$ cat src/rtl/dma_mc_engine.sv
// Multi-channel memory-to-memory DMA engine with round-robin beat arbitration.
// Ports:
//   clk, arst                  clock, asynchronous active-high reset
//   ctrl_data/addr/WR_en/RD_en register bus (write data, address, strobes)
//   Rdata, Valid               registered read data and its 1-cycle qualifier
//   dma_busy, Interupt         OR of active bits; OR of (done & irq_en)
//   mem_rd_addr, mem_rd_data   memory read port (data valid one cycle after addr)
//   mem_wr_en/addr/data        memory write port
module dma_mc_engine #(
    parameter int unsigned WIDTH  = 8,
    parameter int unsigned NUM_CH = 2
) (
    input  logic             clk,
    input  logic             arst,
    input  logic [WIDTH-1:0] ctrl_data,
    input  logic [WIDTH-1:0] ctrl_addr,
    input  logic             ctrl_WR_en,
    input  logic             ctrl_RD_en,
    output logic [WIDTH-1:0] Rdata,
    output logic             Valid,
    output logic             dma_busy,
    output logic             Interupt,
    output logic [WIDTH-1:0] mem_rd_addr,
    input  logic [WIDTH-1:0] mem_rd_data,
    output logic             mem_wr_en,
    output logic [WIDTH-1:0] mem_wr_addr,
    output logic [WIDTH-1:0] mem_wr_data
);

    localparam int unsigned CHW = (NUM_CH > 1) ? $clog2(NUM_CH) : 1;
    localparam logic [WIDTH-1:0] ADDR_STATUS = WIDTH'(8'hF0);
    localparam logic [WIDTH-1:0] ADDR_BUSY   = WIDTH'(8'hF1);

    typedef enum logic [1:0] {IDLE, READ, WRITE} state_t;

    state_t            state_q;
    logic [WIDTH-1:0]  src_q [NUM_CH];
    logic [WIDTH-1:0]  dst_q [NUM_CH];
    logic [WIDTH-1:0]  len_q [NUM_CH];
    logic [NUM_CH-1:0] irq_en_q, src_fixed_q, dst_fixed_q, active_q, done_q;
    logic [CHW-1:0]    rr_ptr_q, grant_q;

    logic [WIDTH-1:0]  src_nxt_c, dst_nxt_c, len_nxt_c, rd_value_c;
    logic              last_beat_c;
    logic [NUM_CH-1:0] act_after_c, fsm_done_c, start_c, zero_start_c, w1c_c;
    logic [CHW-1:0]    ptr_after_c;
    logic [CHW:0]      idle_pick_c, wr_pick_c;

    // First set bit of act at or after ptr, wrapping; MSB of result flags "found".
    function automatic logic [CHW:0] pick(input logic [NUM_CH-1:0] act,
                                          input logic [CHW-1:0] ptr);
        logic [CHW:0] r;
        r = '0;
        for (int i = int'(NUM_CH) - 1; i >= 0; i--) begin
            int j;
            j = (int'(ptr) + i) % int'(NUM_CH);
            if (act[j]) r = {1'b1, CHW'(j)};
        end
        return r;
    endfunction

    // Beat bookkeeping for the granted channel and re-arbitration after it.
    always_comb begin
        src_nxt_c   = src_fixed_q[grant_q] ? src_q[grant_q] : src_q[grant_q] + WIDTH'(1);
        dst_nxt_c   = dst_fixed_q[grant_q] ? dst_q[grant_q] : dst_q[grant_q] + WIDTH'(1);
        len_nxt_c   = len_q[grant_q] - WIDTH'(1);
        last_beat_c = (len_q[grant_q] == WIDTH'(1));
        fsm_done_c  = '0;
        if (state_q == WRITE && last_beat_c) fsm_done_c[grant_q] = 1'b1;
        act_after_c = active_q & ~fsm_done_c;
        ptr_after_c = (grant_q == CHW'(NUM_CH - 1)) ? '0 : grant_q + CHW'(1);
        idle_pick_c = pick(active_q, rr_ptr_q);
        wr_pick_c   = pick(act_after_c, ptr_after_c);
    end

    // Register read mux and write-side strobes derived from the ctrl bus.
    always_comb begin
        rd_value_c   = '0;
        start_c      = '0;
        zero_start_c = '0;
        w1c_c        = '0;
        for (int c = 0; c < int'(NUM_CH); c++) begin
            if (ctrl_addr == WIDTH'(4 * c))     rd_value_c = src_q[c];
            if (ctrl_addr == WIDTH'(4 * c + 1)) rd_value_c = dst_q[c];
            if (ctrl_addr == WIDTH'(4 * c + 2)) rd_value_c = len_q[c];
            if (ctrl_addr == WIDTH'(4 * c + 3))
                rd_value_c = WIDTH'({dst_fixed_q[c], src_fixed_q[c], irq_en_q[c], 1'b0});
            if (ctrl_WR_en && ctrl_addr == WIDTH'(4 * c + 3) && ctrl_data[0] && !active_q[c]) begin
                if (len_q[c] == '0) zero_start_c[c] = 1'b1;
                else                start_c[c]      = 1'b1;
            end
        end
        if (ctrl_addr == ADDR_STATUS) rd_value_c[NUM_CH-1:0] = done_q;
        if (ctrl_addr == ADDR_BUSY)   rd_value_c[NUM_CH-1:0] = active_q;
        if (ctrl_WR_en && ctrl_addr == ADDR_STATUS) w1c_c = ctrl_data[NUM_CH-1:0];
    end

    // Channel registers, status bits, read port and transfer FSM.
    always_ff @(posedge clk or posedge arst) begin
        if (arst) begin
            state_q     <= IDLE;
            rr_ptr_q    <= '0;
            grant_q     <= '0;
            irq_en_q    <= '0;
            src_fixed_q <= '0;
            dst_fixed_q <= '0;
            active_q    <= '0;
            done_q      <= '0;
            Rdata       <= '0;
            Valid       <= 1'b0;
            mem_rd_addr <= '0;
            mem_wr_en   <= 1'b0;
            mem_wr_addr <= '0;
            for (int c = 0; c < int'(NUM_CH); c++) begin
                src_q[c] <= '0;
                dst_q[c] <= '0;
                len_q[c] <= '0;
            end
        end else begin
            Valid <= ctrl_RD_en;
            if (ctrl_RD_en) Rdata <= rd_value_c;

            // Software writes; an active channel only accepts irq_en.
            for (int c = 0; c < int'(NUM_CH); c++) begin
                if (ctrl_WR_en && !active_q[c]) begin
                    if (ctrl_addr == WIDTH'(4 * c))     src_q[c] <= ctrl_data;
                    if (ctrl_addr == WIDTH'(4 * c + 1)) dst_q[c] <= ctrl_data;
                    if (ctrl_addr == WIDTH'(4 * c + 2)) len_q[c] <= ctrl_data;
                end
                if (ctrl_WR_en && ctrl_addr == WIDTH'(4 * c + 3)) begin
                    irq_en_q[c] <= ctrl_data[1];
                    if (!active_q[c]) begin
                        src_fixed_q[c] <= ctrl_data[2];
                        dst_fixed_q[c] <= ctrl_data[3];
                    end
                end
            end

            // Hardware set of done takes priority over a same-cycle W1C.
            done_q   <= (done_q & ~w1c_c) | zero_start_c | fsm_done_c;
            active_q <= (active_q | start_c) & ~fsm_done_c;

            mem_wr_en <= 1'b0;
            case (state_q)
                IDLE: begin
                    if (idle_pick_c[CHW]) begin
                        grant_q     <= idle_pick_c[CHW-1:0];
                        mem_rd_addr <= src_q[idle_pick_c[CHW-1:0]];
                        state_q     <= READ;
                    end
                end
                READ: begin
                    mem_wr_en   <= 1'b1;
                    mem_wr_addr <= dst_q[grant_q];
                    state_q     <= WRITE;
                end
                WRITE: begin
                    src_q[grant_q] <= src_nxt_c;
                    dst_q[grant_q] <= dst_nxt_c;
                    len_q[grant_q] <= len_nxt_c;
                    rr_ptr_q       <= ptr_after_c;
                    if (wr_pick_c[CHW]) begin
                        grant_q <= wr_pick_c[CHW-1:0];
                        // Same channel again must use its freshly advanced SRC.
                        mem_rd_addr <= (wr_pick_c[CHW-1:0] == grant_q) ? src_nxt_c
                                                                      : src_q[wr_pick_c[CHW-1:0]];
                        state_q <= READ;
                    end else begin
                        state_q <= IDLE;
                    end
                end
                default: state_q <= IDLE;
            endcase
        end
    end

    assign dma_busy    = |active_q;
    assign Interupt    = |(done_q & irq_en_q);
    // Read data arrives during WRITE; pass it straight to the write port.
    assign mem_wr_data = mem_wr_en ? mem_rd_data : '0;

endmodule

$ cat config.mk
export PLATFORM = sky130hd
export DESIGN_NAME = dma_mc_engine
export DESIGN_NICKNAME = d
export VERILOG_FILES = /design/src/rtl/dma_mc_engine.sv
export SDC_FILE = /design/constraint.sdc
export NUM_CORES = 1
export LEC_CHECK = 0
export ABC_AREA = 1
export CAP_MARGIN = 20
export CORE_MARGIN = 8
export CORE_UTILIZATION = 62
export CTS_CLUSTER_DIAMETER = 50
export DETAILED_ROUTE_END_ITERATION = 6
export PLACE_DENSITY = 0.94
export SLEW_MARGIN = 20
export SYNTH_ARGS = -nofsm -noshare
export SYNTH_HDL_FRONTEND = slang
export SYNTH_SLANG_ARGS = --single-unit
$ cat constraint.sdc
create_clock -name clk -period 5.79 [get_ports clk]
set_input_delay 0.8685 -clock clk [delete_from_list [all_inputs] [get_ports clk]]
set_output_delay 0.8685 -clock clk [all_outputs]
set_load 0.02 [all_outputs]
# [After elaboration in Yosys (flattened, before gate mapping)]
# Cells that the tools add are included.
[classes] addsub=6 n_lt_le_gt_ge=10 n_eq_ne=15 n_mux=90 bitwise_logic=16 n_reduce_logical=24
[op_table] operator="two-way mux 8 bit" n=42
[op_table] operator="bitwise mux 16 bit" n=3
[op_table] operator="two-way mux 16 bit" n=3
[op_table] operator="equality test 8 x 3 -> 1 bit (second input constant)" n=4
[op_table] operator="two-way mux 1 bit" n=28
[op_table] operator="zero test 8 bit" n=3
[op_table] operator="two-way mux 2 bit" n=9
[op_table] operator="adder 8 x 1 -> 8 bit (second input constant)" n=2
[op_table] operator="equality test 8 x 1 -> 1 bit (second input constant)" n=2
[op_table] operator="equality test 8 x 2 -> 1 bit (second input constant)" n=2
[op_table] operator="equality test 8 bit (second input constant)" n=2
[op_table] operator="case mux 8 bit (2 select lines)" n=1
[op_table] operator="logical AND 1 bit" n=12
[op_table] operator="AND 2 bit" n=4
[op_table] operator="demux 8 bit (select 1 bit)" n=1
[op_table] operator="subtractor 8 x 1 -> 8 bit (second input constant)" n=1
[op_table] operator=">= comparator 2 bit (second input constant)" n=3
[op_table] operator="less-than comparator 1 x 2 -> 1 bit (second input constant)" n=3
[op_table] operator="less-than comparator 2 x 3 -> 1 bit (second input constant)" n=2
[op_table] operator="inverter 1 -> 2 bit" n=3
[op_table] operator="bitwise OR 2 bit" n=3
[op_table] operator="case mux 2 bit (3 select lines)" n=1
[op_table] operator="inequality test 2 bit (second input constant)" n=2
[op_table] operator="inverter 2 bit" n=2
[op_table] operator="other kinds (16)" n=23
[totals] register_bits=88 in_bits=28 out_inout_bits=36 word_cells=183

# [Longest topological paths before layout]
# Gate-level depths: netlist of run 1.
[logic_depth] depth_word=21 mapped_depth=18 ltp_nobuf=16

# [Worst setup path before layout of run 1]
# No wires, ideal clock.
[synth_timing] path_kind="register -> register" from="register grant_q" to="register mem_rd_addr[5]" setup_time_ns=0.120 arrival_time_ns=2.081 required_ns=5.670 slack_ns=3.589 path_stages_with_launch=17 path_buffers=3 period_less_slack_ns=2.201 cell_sequence="dfrtp_1 > buf_6 > buf_6 > buf_6 > o21ai_2 > ha_1 > inv_1 > nor2_1 > nand2_1 > nor2_2 > nand2_1 > nand4_1 > nand2_2 > inv_1 > nand3_1 > nand2_1 > a21oi_2"
[synth_between] elab_chain_cells=21 elab_cells_between_ends=41 cone_classes="3 x add/sub; 2 x order compare; 3 x eq/ne; 26 x mux; 4 x bitwise; 3 x reduce/logical"
[synth_lines] element="start: declaration" line_no="41" rtl="logic [CHW-1:0] rr_ptr_q, grant_q;"
[synth_lines] element="start signal: assignment" line_no="147" rtl="grant_q <= idle_pick_c[CHW-1:0];"
[synth_lines] element="start signal: assignment" line_no="163" rtl="grant_q <= wr_pick_c[CHW-1:0];"
[synth_lines] element="inverter 1 -> 2 bit (not written as such)" line_no="64, 67"
[synth_lines] element="two-way mux 8 bit (not written as such) (3 in series)" line_no="67" rtl="last_beat_c = (len_q[grant_q] == WIDTH'(1));"
[synth_lines] element="equality test 8 x 1 -> 1 bit" line_no="67"
[synth_lines] element="logical AND 1 bit" line_no="69" rtl="if (state_q == WRITE && last_beat_c) fsm_done_c[grant_q] = 1'b1;"
[synth_lines] element="two-way mux 2 bit" line_no="69"
[synth_lines] element="inverter 2 bit" line_no="70" rtl="act_after_c = active_q & ~fsm_done_c;"
[synth_lines] element="AND 2 bit" line_no="70"
[synth_lines] element="two-way mux 1 bit (not written as such) (3 in series)" line_no="57" rtl="if (act[j]) r = {1'b1, CHW'(j)};"
[synth_lines] element="two-way mux 2 bit (2 in series)" line_no="57"
[synth_lines] element="inverter 1 -> 2 bit (not written as such)" line_no="166" rtl=": src_q[wr_pick_c[CHW-1:0]];"
[synth_lines] element="two-way mux 8 bit (not written as such) (3 in series)" line_no="166"
[synth_lines] element="two-way mux 8 bit" line_no="165" rtl="mem_rd_addr <= (wr_pick_c[CHW-1:0] == grant_q) ? src_nxt_c"
[synth_lines] element="two-way mux 8 bit" line_no="162" rtl="if (wr_pick_c[CHW]) begin"
[synth_lines] element="case mux 8 bit (2 select lines)" line_no="144" rtl="case (state_q)"
[synth_lines] element="end signal: assignment" line_no="148" rtl="mem_rd_addr <= src_q[idle_pick_c[CHW-1:0]];"
[synth_lines] element="end signal: assignment" line_no="165"
[synth_lines] element="end: declaration" line_no="23" rtl="output logic [WIDTH-1:0] mem_rd_addr,"
# Several ways; a longest one is shown, not always the timed one. The select of a mux whose other input is x is not followed.
# A chain may end at the register's enable or synchronous reset.

# [Final worst setup path of run 1]
[layout_timing] from="register grant_q" to="register mem_rd_addr[2]"
# Same word-level chain as after synthesis.

==> impl_metrics.toml, run 1 <==
[run_status]
status = "finished with violations"
violations = "design-rule violations"

[place]
hpwl_mm = 13.2
dp.cells = 985
place_congestion = 1.02
io_buffers = 63

[global_route]
grt_max_degree = 54
antenna_found_initial = 0
grt_use_total = 0.281
met1_usage = 0.360
met3_usage = 0.0505
grt_pass1_wl_mm = 28.5
busiest_layer = "met2"
grt_pass1_vias = 5606
overflow = 0
use_met2 = 0.453

[setup_path]
reg2regPathDepth = 16
worstSetupPathType = "reg -> reg"
end_kind = "flop"
cp.arrival_ps = 3380
worstPathMaxFanout = 26
startpoint_type = "flop"
crit_required_ps = 6070

[sta]
final-max-slew-violation-count = 0
report.final.hold_viol_count = 0
fin_skew_ps = 12.6
finalSetupViolCount = 0
rsz0062_at_grt = "no"
fin_crit_ps = 3100
hold_ws_ps = 487
worst_slew_pin_slew_ps = 962
tns_ps = 0
timing.fmax_ghz = 0.323
relSlewSlack = 0.356
period_share = 0.535

[routing]
avgRoutedWirePerCell_um = 17.7
routed_via_density = 5.98
drtIter0Drc = 677
drc = 5
first_pass_iters = 7
ant_nets = 0
vias = 5980
wirelength_mm = 17.7

[pwr]
irDropWorstVdd_v = 0.000316
powerDensity_nw_per_um2 = 520
power.total_mw = 3.44
power.static_leakage_nw = 3.23

[synthesis]
synth_edf_count = 0
netlist.area_leader.share = 0.384
synth_cells = 835
ys_top_cells_by_area = "dfrtp_1 38%, nand2_1 16%, o21ai_0 9.2%"
yosysSeqAreaShare = 0.384
yosysMostFrequentCell = "nand2_1"
synthesis.area_sq_um = 5740
avgSynthCellArea_sq_um = 6.87
yosys.area.top_type = "dfrtp_1"
syn-num-nets = 867
synthFlopType = "dfrtp_1"
yosys-top-cells-count = "241 x nand2_1, 106 x inv_1, 106 x o21ai_0"
ys_ff_latch = 88
synthArstFlopShare = 1.00
yosysWarnings = 0
synth_cell_types = 46

[floorplan]
core_sq_um = 9110
io_pins = 64
die_area_sq_um = 12600
die_y_um = 112
start_util = 0.630
placementRows = 35
die_w_um = 112

[cts]
cts_tree = "built"
clock_sinks = 88
root_buffer = "clkbuf_8"
cts_buffer_depth = 2
post_cts_buffers = 0
path_clk_slew_ps = 90
ctsHtreeMaxLevel = 3
post_cts_resized = 0
hold_buffers = 0
cts_buffers = 9
clock_latency_ps = 360

[cells_and_area]
n_antenna_cell = 0
final_cells = 1000
nNetsFinal = 917
drive_above_1_share = 0.0731
area_delta_synth_final_pct = 15.4
final_core_util = 0.727

[min_path]
min_path_type = "reg -> reg"
min_path_cells = 2

[job]
drv_cap = 0
==> report_power, final <==
part | total (mW) | switching (mW) | internal, mW
Clock | 0.520 | 0.223 | 0.297
Combinational | 1.82 | 1.18 | 0.643
Sequential | 1.10 | 0.236 | 0.863
==> cell families (layout without fill, tap and decap cells) <==
logic type | Yosys count | count (layout) | synth area share
xor+xnor | 14 | 14 | 0.0214
flops | 88 | 88 | 0.384
fa+ha+maj | 4 | 4 | 0.00872
compound gates | 195 | 195 | 0.186
simple gates | 383 | 383 | 0.285
buf+inv | 145 | 199 | 0.104
mux | 6 | 6 | 0.0109
==> cells in the final DEF (no fill, tap or decap), types with 4 or more instances in the layout <==
master,n
xnor2_1,9
nor2_4,4
o21ai_1,9
a21oi_1,46
inv_1,105
o21ai_2,7
o22ai_1,5
buf_4,4
inv_2,8
clkbuf_8,10
nand4_1,10
xor2_1,5
a211oi_1,6
clkdlybuf4s50_1,63
mux2i_1,4
o21ai_0,106
nor3_1,4
nor2_1,66
nand2_1,241
nand2_2,11
nand3_1,32
nor2_2,4
ha_1,4
dfrtp_1,88
==> stage by stage <==
step                setup slack (ps)  area (sq um)
floorplan                       2640          5740
global placement                2810          6390
detailed placement              2780          6390
CTS                             2740          6620
global route                    2450          6620
finish                          2690          6620
==> layout make-up <==
cell class	count	area [sq um]
multi-input combinational	602	2940
clock inverter	3	90.1
timing repair buffer	67	661
fill	771	2490
clock buffer	12	145
inverter	117	444
tap	111	139
sequential	88	2200
==> worst max-delay path, cell delays in order, from the launching register on <==
cell and delay, ps:
dfrtp_1 850, buf_4 440, nand2_1 110, o21ai_2 120, ha_1 200, inv_1 40
nor2_1 90, nand2_1 80, nor2_2 190, nand3_4 140, nand2_2 90, nand2_1 60
nand2_1 60, nand2_2 170, clkinv_2 170, nor2_1 70, a21oi_1 140
==> flip-flops by register name, indices dropped and copies added, names as in the netlist, 8 cells and up <==
| signal | cells |
|---|---|
| dst_q | 16 |
| Rdata | 8 |
| mem_rd_addr | 8 |
| len_q | 16 |
| src_q | 16 |
| mem_wr_addr | 8 |
==> final timing paths <==
kind                          start             end  slack [ps]
hold / removal             Rdata[6]        Rdata[6]         490
hold reg to reg            Rdata[6]        Rdata[6]         490
setup reg to reg            grant_q  mem_rd_addr[2]        2690
min in group asynchronous      arst        len_q[9]         890
setup / recovery            grant_q  mem_rd_addr[2]        2690
max in group asynchronous      arst        src_q[8]        3770
==> per-layer routing <==
metal,vias up,share of wire
li1,2789,-
met1,2715,0.40
met2,404,0.46
met3,72,0.10
met4,0,0.045
met5,-,0
Note: power is estimated with default switching activity, not from simulation.
==> run 2: changes to the inputs <==
--- a/config.mk
+++ b/config.mk
@@ -8,10 +8,10 @@
 export ABC_AREA = 1
 export CAP_MARGIN = 20
 export CORE_MARGIN = 8
-export CORE_UTILIZATION = 62
+export CORE_UTILIZATION = 52
 export CTS_CLUSTER_DIAMETER = 50
 export DETAILED_ROUTE_END_ITERATION = 6
-export PLACE_DENSITY = 0.94
+export PLACE_DENSITY = 0.85
 export SLEW_MARGIN = 20
 export SYNTH_ARGS = -nofsm -noshare
 export SYNTH_HDL_FRONTEND = slang
==> constraint.sdc (replaced) <==
create_clock -name clk -period 2.8 [get_ports clk]
set_input_delay 0.42 -clock clk [delete_from_list [all_inputs] [get_ports clk]]
set_output_delay 0.42 -clock clk [all_outputs]
set_load 0.02 [all_outputs]
==> impl_metrics.toml, run 2 (same netlist as run 1, synthesis figures left out) <==
[setup_path]
cp.arrival_ps = 2610
worstSetupPathType = "reg -> reg"
worst_path_most_repeated_cell = "nand2_1"
r2r_slack_ps = 450
crit_required_ps = 3060
cpMaxStageDelayCell = "dfrtp_1"
end_kind = "flop"
worstPathMaxFanout = 22
cp_slowest_stage_delay_ps = 520
startpoint_type = "flop"
cp_cell_sequence = "buf_4 -> nand2_1 -> nand2_1 -> nand2_1 -> nor2_2 -> nand2_1 -> nand4_1 -> nand2_2 -> inv_1 -> nand3_1 -> nand2_1 -> a21oi_1"

[place]
place_congestion = 1.07
place_area_sq_um = 6480
io_buffers = 63
hpwl_mm = 13.5

[pwr]
power.total_mw = 7.19
power.static_leakage_nw = 3.24
powerDensity_nw_per_um2 = 1070
irDropWorstVdd_v = 0.000573

[sta]
hold_ws_ps = 409
fin_skew_ps = 17.2
rsz0062_at_grt = "no"
report.final.hold_viol_count = 0
final-max-slew-violation-count = 0
period_share = 0.839
tns_ps = 0
relSlewSlack = 0.594
fin_crit_ps = 2350
finalSetupViolCount = 0
timing.fmax_ghz = 0.426
worst_slew_pin_slew_ps = 606

[global_route]
overflow = 0
grt_max_degree = 42
antenna_found_initial = 0
grt_use_total = 0.252
grt_pass1_wl_mm = 29.2
grt_pass1_vias = 5580

[cells_and_area]
fin_area_sq_um = 6700
largest_registers = "dst_q: 16 flops, len_q: 16 flops, src_q: 16 flops"
nNetsFinal = 923
layout_commonest_cell = "nand2_1"
layout_common_cells = "241 x nand2_1, 106 x o21ai_0, 105 x inv_1"
drive_above_1_share = 0.0815
area_delta_synth_final_pct = 16.8

[cts]
root_buffer = "clkbuf_8"
clock_latency_ps = 380
post_cts_buffers = 0
cts_buffers = 9
cts_buffer_depth = 2
ctsHtreeMaxLevel = 3
post_cts_resized = 0
hold_buffers = 0
path_clk_slew_ps = 100
cts_tree = "built"
clock_sinks = 88

[run_status]
status = "complete, no violations"

[routing]
avgRoutedWirePerCell_um = 17.6
ant_nets = 0
drc = 0
wirelength_mm = 18.3
vias = 5923
first_pass_iters = 6
routed_via_density = 5.71
drtIter0Drc = 669

[min_path]
min_path_type = "in -> async"

[floorplan]
core_sq_um = 10800
placementRows = 38
die_w_um = 121
io_pins = 64
die_y_um = 121
die_area_sq_um = 14700
start_util = 0.532

[job]
drv_cap = 0
[run 2: path summary, 6_finish.rpt]
| check | from | to | cells past startpoint |
|---|---|---|---|
| hold / removal | arst | src_q[12] | 2 |
| hold reg to reg | Rdata[6] | Rdata[6] | 2 |
| setup reg to reg | grant_q | mem_rd_addr[4] | 12 |
| setup / recovery | grant_q | mem_rd_addr[4] | 12 |
| min in group clk | Rdata[6] | Rdata[6] | 2 |
| max in group asynchronous | arst | done_q[1] | 3 |
[run 2: report_power, final]
part / internal (mW) / switching [mW]
Combinational: 1.37 / 2.52
Clock: 0.506 / 0.513
Sequential: 1.78 / 0.496
[run 2: per-stage QoR]
stage	setup WS, ps	instances	util
floorplan	101	835	-
global placement	377	1020	0.601
detailed placement	309	1020	0.601
CTS	472	1036	0.621
global route	226	1036	0.621
finish	451	1037	0.621
[run 2: layout make-up]
| type | instances | area, sq um |
|---|---|---|
| diodes | 1 | 2.50 |
| clock inverters | 6 | 91.3 |
| flip-flops and latches | 88 | 2200 |
| multi-input cells | 602 | 2940 |
| inverters | 117 | 444 |
| repair buffers | 73 | 718 |
| clock buffers | 10 | 128 |
| well taps | 140 | 175 |
| fillers | 976 | 4090 |
[run 2: per-layer routing]
layer / part of all wire / global-route usage / wire length [um] / up-vias
li1: - / - / - / 2800
met5: 0 / 0 / 0 / -
met3: 0.11 / 0.0549 / 2050 / 60
met2: 0.44 / 0.382 / 8070 / 341
met4: 0.040 / 0.136 / 722 / 0
met1: 0.41 / 0.328 / 7420 / 2722
[run 2: critical path: cells and delay by family, from the launching register on]
kind                   cells  cell delay [ps]
buffers and inverters      2              590
AO/OA/AOI/OAI              1               70
flip-flops                 1              520
AND/OR/NAND/NOR            9             1070
==> run 3: changes to the inputs <==
--- a/config.mk
+++ b/config.mk
@@ -8,10 +8,10 @@
 export ABC_AREA = 1
 export CAP_MARGIN = 20
 export CORE_MARGIN = 8
-export CORE_UTILIZATION = 52
+export CORE_UTILIZATION = 57
 export CTS_CLUSTER_DIAMETER = 50
 export DETAILED_ROUTE_END_ITERATION = 6
-export PLACE_DENSITY = 0.85
+export PLACE_DENSITY = 0.88
 export SLEW_MARGIN = 20
 export SYNTH_ARGS = -nofsm -noshare
 export SYNTH_HDL_FRONTEND = slang
==> constraint.sdc (replaced) <==
create_clock -name clk -period 2.4 [get_ports clk]
set_input_delay 0.36 -clock clk [delete_from_list [all_inputs] [get_ports clk]]
set_output_delay 0.36 -clock clk [all_outputs]
set_load 0.02 [all_outputs]
==> impl_metrics.toml, run 3 (same netlist as run 1, synthesis figures left out) <==
[cells_and_area]
area_delta_synth_final_pct = 18.5
drive_above_1_share = 0.0948
n_antenna_cell = 0
layout_commonest_cell = "nand2_1"
nFillCells = 856
layout_common_cells = "240 x nand2_1, 106 x o21ai_0, 105 x inv_1"
nNetsFinal = 936
largest_registers = "dst_q: 16 flops, len_q: 16 flops, src_q: 16 flops"

[routing]
vias = 5885
ant_nets = 0
drtIter0Drc = 614
wirelength_mm = 18.1
first_pass_iters = 5
routed_via_density = 5.66
drc = 0
avgRoutedWirePerCell_um = 17.4

[setup_path]
cp.arrival_ps = 2480
crit_buf_inv = 3
cpMaxStageDelayCell = "dfrtp_2"
reg2regPathDepth = 10
startpoint_type = "flop"
crit_required_ps = 2640
rr_startpoint = "grant_q"
end_kind = "flop"
worstPathMaxFanout = 33
cp_cell_sequence = "buf_4 -> o21ai_1 -> inv_1 -> ha_1 -> nand4_1 -> nor2_1 -> nand2_1 -> xnor2_1 -> o21ai_1 -> inv_1"
r2r-end = "dst_q[6]"
r2r_slack_ps = 170
cp_slowest_stage_delay_ps = 470
worstSetupPathType = "reg -> reg"
path_delay_family = "buffers and inverters"

[global_route]
grt_pass1_wl_mm = 28.8
grt_pass1_vias = 5542
antenna_found_initial = 0
grt_max_degree = 89
grt_use_total = 0.278
overflow = 0

[sta]
rsz0062_at_grt = "no"
final-max-slew-violation-count = 0
fin_skew_ps = 12.9
hold_ws_ps = 436
timing.fmax_ghz = 0.447
relSlewSlack = 0.585
period_share = 0.931
report.final.hold_viol_count = 0
tns_ps = 0
worst_slew_pin_slew_ps = 616
fin_crit_ps = 2230
finalSetupViolCount = 0
fin_ws_ps = 165

[place]
post-place-ws_ps = -77.1
io_buffers = 63
place_congestion = 1.06
hpwl_mm = 13.7

[floorplan]
die_y_um = 116
io_pins = 64
start_util = 0.587
die_area_sq_um = 13500
core_sq_um = 9770
die_w_um = 116
placementRows = 36

[cts]
root_buffer = "clkbuf_8"
clock_sinks = 88
cts_buffers = 9
cts_tree = "built"
hold_buffers = 0
ctsHtreeMaxLevel = 3
cts_buffer_depth = 2
path_clk_slew_ps = 90
clock_latency_ps = 360

[pwr]
power.static_leakage_nw = 3.31
powerDensity_nw_per_um2 = 1240
irDropWorstVdd_v = 0.000670

[run_status]
status = "complete, no violations"

[min_path]
min_path_type = "in -> async"

[job]
drv_cap = 0
-- run 3: cell types whose count changed in the layout (fill, tap and decap cells not counted), sizes merged --
cell,change
buf,+13
bufinv,+1
clkinv,-1
clkinvlp,-2
diode,-1
-- run 3: stage by stage --
| step | util | std cells | cell area [sq um] | power, mW |
|---|---|---|---|---|
| 2_1_floorplan | - | 835 | 5740 | 5.70 |
| 4_1_cts | 0.695 | 1040 | 6800 | 8.37 |
| 6_report | 0.696 | 1040 | 6800 | 8.44 |
| 5_1_grt | 0.696 | 1040 | 6800 | 9.04 |
| 3_3_place_gp | 0.672 | 1026 | 6570 | 7.04 |
| 3_5_place_dp | 0.672 | 1026 | 6570 | 7.13 |
-- run 3: how the worst max path moves through the flow --
stage | startpoint | end | slack (ps) | cells past startpoint
after floorplan | grant_q | mem_rd_addr[5] | 200 | 16
after global placement | ctrl_addr[4] | dst_q[10] | -30 | 11
after detailed placement | ctrl_addr[5] | dst_q[9] | -80 | 10
after CTS | grant_q | mem_rd_addr[6] | 130 | 12
after global routing | grant_q | mem_rd_addr[2] | 40 | 16
final | grant_q | dst_q[6] | 170 | 10
-- run 3: layout make-up --
class	instances	area [sq um]	share of cell area
clock inverter	4	95.1	0.0140
tap	133	166	0.0245
timing repair buffer	86	820	0.120
inverter	117	448	0.0658
clock buffer	10	128	0.0188
multi-input combinational	602	2940	0.433
sequential	88	2200	0.324
-- run 3: power by group --
group	internal [mW]	switching, mW	total [mW]	leakage [nW]
logic	1.69	2.94	4.64	2.17
registers	2.08	0.512	2.60	1.04
clock network	0.680	0.531	1.21	0.112
-- run 3: repair_timing --
item,in CTS,in global routing
endpoints found under the setup margin,0,14
resized for setup,0,4
buffers inserted,0,0
-- run 3: worst reg2reg max path, stage by stage (launching register included) --
cell and delay (ps):
dfrtp_2 470, buf_4 400, o21ai_1 220, inv_1 120
ha_1 170, nand4_1 140, nor2_1 120, nand2_1 90
xnor2_1 170, o21ai_1 170, inv_1 60
-- run 3: routing by layer --
layer,track usage,up-vias,routed length [um]
met2,0.445,288,8290
met4,0.143,0,848
met3,0.0455,63,1590
li1,-,2821,-
met5,0,-,0
met1,0.355,2713,7330
